==> src/rtl/divider_8bit_seq.sv <==
// Multi-cycle unsigned restoring divider, one quotient bit per cycle.
// Results register on entry to DONE and hold until the next accepted start.
module divider_8bit_seq #(
  parameter int WIDTH = 8
) (
  input  logic             clk,
  input  logic             rst,
  input  logic             start,
  input  logic [WIDTH-1:0] A,
  input  logic [WIDTH-1:0] B,
  output logic [WIDTH-1:0] Quotient,
  output logic [WIDTH-1:0] Remainder,
  output logic             busy,
  output logic             done,
  output logic             div_by_zero
);

  localparam logic [1:0] IDLE = 2'd0;
  localparam logic [1:0] CALC = 2'd1;
  localparam logic [1:0] DONE = 2'd2;
  localparam int CW = (WIDTH > 2) ? $clog2(WIDTH) : 1;
  localparam logic [CW-1:0] LAST = CW'(WIDTH - 1);

  logic [1:0]       state;
  logic [WIDTH:0]   r, r_sh, t, r_nxt;
  logic [WIDTH-1:0] q, q_nxt, b_r;
  logic [CW-1:0]    cnt;

  // One restoring step: shift in next dividend bit, keep the difference if it did not borrow.
  always_comb begin
    r_sh  = {r[WIDTH-1:0], q[WIDTH-1]};
    t     = r_sh - {1'b0, b_r};
    r_nxt = t[WIDTH] ? r_sh : t;
    q_nxt = {q[WIDTH-2:0], ~t[WIDTH]};
  end

  assign busy = (state != IDLE);
  assign done = (state == DONE);

  always_ff @(posedge clk) begin
    if (rst) begin
      state       <= IDLE;
      r           <= '0;
      q           <= '0;
      b_r         <= '0;
      cnt         <= '0;
      Quotient    <= '0;
      Remainder   <= '0;
      div_by_zero <= 1'b0;
    end else begin
      case (state)
        IDLE: if (start) begin
          r   <= '0;
          q   <= A;
          b_r <= B;
          cnt <= '0;
          if (B == '0) begin
            Quotient    <= '1;
            Remainder   <= A;
            div_by_zero <= 1'b1;
            state       <= DONE;
          end else begin
            state <= CALC;
          end
        end
        CALC: begin
          r   <= r_nxt;
          q   <= q_nxt;
          cnt <= cnt + 1'b1;
          if (cnt == LAST) begin
            Quotient    <= q_nxt;
            Remainder   <= r_nxt[WIDTH-1:0];
            div_by_zero <= 1'b0;
            state       <= DONE;
          end
        end
        DONE:    state <= IDLE;
        default: state <= IDLE;
      endcase
    end
  end

endmodule

==> config.mk <==
export PLATFORM = sky130hd
export DESIGN_NAME = divider_8bit_seq
export DESIGN_NICKNAME = d
export VERILOG_FILES = /design/src/rtl/divider_8bit_seq.sv
export SDC_FILE = /design/constraint.sdc
export NUM_CORES = 1
export LEC_CHECK = 0
export ABC_AREA = 0
export ABC_CLOCK_PERIOD_IN_PS = 3300
export CAP_MARGIN = 20
export CORE_UTILIZATION = 40
export DETAILED_ROUTE_END_ITERATION = 12
export GPL_ROUTABILITY_DRIVEN = 0
export PLACE_DENSITY = 0.7
export SKIP_LAST_GASP = 1
export SLEW_MARGIN = 10
export SYNTH_ARGS = -nofsm -noshare
export SYNTH_HDL_FRONTEND = slang
export SYNTH_SLANG_ARGS = --single-unit
==> constraint.sdc <==
create_clock -name clk -period 3.3 [get_ports clk]
set_input_delay 0.66 -clock clk [delete_from_list [all_inputs] [get_ports clk]]
set_output_delay 0.66 -clock clk [all_outputs]
set_load 0.02 [all_outputs]
==> impl_metrics.yaml <==
outcome:
  outcome: "complete, but fails checks"
  failed_checks: "design-rule violations"
run:
  max-cap-violations: 0
timing:
  fin_skew_ns: 0.009800
  slew-limit-headroom_pct: 40.93
  tightest_slew_ns: 0.8827
  setup_viol: 0
  rsz0062_at_grt: "no"
  period_share_pct: 77.48
  holdWs_ns: 0.4894
  max_freq_mhz: 391.1
  setup_tns_ns: 0
  finalMaxSlewViolations: 0
  period_needed_ns: 2.557
  timing.final.hold_violations: 0
detailed_routing:
  drtIter0Drc: 164
  post_drt_wl_per_cell_um: 14.51
  via_count: 2504
  avgViaCountPerCell: 5.665
  drc: 4
  antenna_left: 0
  firstDrtPassIters: 8
  drt_wl_total_um: 6412
floorplan:
  start_util_pct: 41.87
  die_w_um: 83.99
  rows: 29
  die_y_um: 83.99
  die_area_um2: 7054
  pin_count: 38
  core_area_um2: 6422
setup_path:
  criticalPathCategory: "reg2reg"
  start_kind: "register"
  crit_arrival_ns: 2.75
  worstPathRequired_ns: 3.49
  endpoint_kind: "register"
  path_max_fanout: 19
global_route:
  grt_max_degree: 31
  antenna_found_initial: 0
  grt_overflow_total: 0
  grt_pass1_vias: 2314
  track_usage_pct: 18.95
  grt_pass1_wl_um: 10740
synth:
  ys.flop_type: "dfxtp_1"
  synth_fa_ha_area_share_pct: 5.398
  synthMuxAreaShare_pct: 1.675
  synth_compound_area_share_pct: 23.08
  avgSynthCellArea_um2: 8.002
  synth_nets: 366
  netlist_instances: 336
  syn_area_um2: 2689
  ys_seq_area_share_pct: 34.25
  synth_xor_area_share_pct: 1.629
  synth_edf_count: 0
  async_reset_ff_share_pct: 0
  synth_top_family_by_area: "simple AND/OR/NAND/NOR gates"
  synth-simple-area-share_pct: 27.50
  synth_seq_cells: 46
  yosys_warnings: 0
  ys_types: 56
final_layout:
  antenna_cells: 0
  drive_above_1_share_pct: 8.767
  nNetsFinal: 394
  mostFrequentLayoutCells: "nor2_1, dfxtp_1, nand2_1"
  fillers: 626
  final_common_cell: "nor2_1"
  final_core_util_pct: 49.56
  area_growth_pct: 18.38
  design_area_um2: 3183
clock_network:
  post_cts_buffers: 0
  clk_pin_slew_worst_paths_ns: 0.09
  post_cts_resized: 0
  root_buffer: "clkbuf_8"
  clock-sinks: 46
  clockBufferDepth: 2
  h-tree-depth: 2
  numCtsBuffers: 5
  clk_latency_ns: 0.30
  cts_tree: "yes"
  cts_hold_buffers: 0
power:
  vdd_drop_max_uv: 201.2
  p_per_area_nw_per_um2: 444.3
  fin_total_pwr_mw: 1.414
  p_leak_nw: 1.260
worst_hold_path:
  hold_path_class: "reg2reg"
placement:
  dpl_cell_area_um2: 3078
  dp_hpwl_um: 4786
  portBuffers: 37
## through the flow
step,std cells,worst slack [ns]
2_1_floorplan,336,1.058
3_3_place_gp,434,0.6866
3_5_place_dp,434,0.6139
4_1_cts,442,0.7633
5_1_grt,442,0.6508
6_report,442,0.7431
## synthesized netlist by cell type, drive strengths merged (2+ instances only)
library cell	number	area share, %
a211oi	12	4.0
a21o	3	0.84
a21oi	24	4.5
a221oi	2	0.88
a22o	3	0.98
a22oi	4	1.1
a311oi	8	2.6
a32oi	3	0.98
buf	15	3.8
clkbuf	8	1.1
dfxtp	46	34
ha	10	4.7
inv	10	1.4
mux2i	3	1.1
nand2	38	5.3
nand2b	3	0.70
nand3	16	3.0
nand4	11	2.8
nor2	53	7.4
nor2b	7	1.6
nor3	10	2.0
nor4	2	0.93
o211a	2	1.0
o211ai	4	2.0
o21ai	11	2.0
o21bai	2	0.56
or2	2	0.47
or3	2	0.47
or4	4	1.2
xor2	4	1.3
## worst paths after layout
| kind | startpoint | endpoint | slack (ns) | cells past startpoint |
|---|---|---|---|---|
| worst max-delay path | b_r[0] | Remainder[0] | 0.74 | 8 |
| worst min-delay path | cnt[0] | cnt[0] | 0.49 | 1 |
| worst max register to register | b_r[0] | Remainder[0] | 0.74 | 8 |
| worst min register to register | cnt[0] | cnt[0] | 0.49 | 1 |
## state kept, by name, summed over array words and instances, names as in the netlist
| name | flops |
|---|---|
| Quotient | 8 |
| cnt | 3 |
| r | 8 |
| state | 2 |
| q | 8 |
| b_r | 8 |
| div_by_zero | 1 |
| Remainder | 8 |
## power by group
group	switching, mW	internal (mW)
clock	0.193	0.192
sequential	0.0285	0.587
combinational	0.248	0.165
## cell type report
type,instances,area (µm²),share of cell area [%]
Multi-Input combinational cell,256,1597,50.16
Tap cell,77,96.34,3.027
Sequential cell,46,920.9,28.93
Inverter,11,41.29,1.297
Clock inverter,1,8.758,0.2752
Clock buffer,7,96.34,3.027
Timing Repair Buffer,44,422.9,13.29
## cells by family after synthesis
kind of cell / count (synthesis)
AND/OR/NAND/NOR: 153
AO/OA/AOI/OAI: 83
flip-flops: 46
buffers and inverters: 34
adder cells (fa/ha/maj): 11
XOR/XNOR: 5
multiplexers: 4
## worst max-delay path, stage by stage (launching register included)
cell and delay [ns]:
dfxtp_1 0.39, ha_1 0.19, inv_1 0.06, fa_1 0.44, a211oi_4 0.34, o211a_4 0.23
o211ai_4 0.20, and4_1 0.26, or3_1 0.33
## per-layer routing
| layer | part of all wire (%) | GRT usage (%) | routed length [µm] | vias up |
|---|---|---|---|---|
| met5 | 0 | 0 | 0 | - |
| met4 | 1.6 | 6.426 | 100 | 0 |
| met2 | 46 | 30.10 | 2931 | 67 |
| met1 | 47 | 25.55 | 3030 | 1155 |
| li1 | - | - | - | 1275 |
| met3 | 5.4 | 3.858 | 349 | 7 |
(Power assumes the default switching activity.)
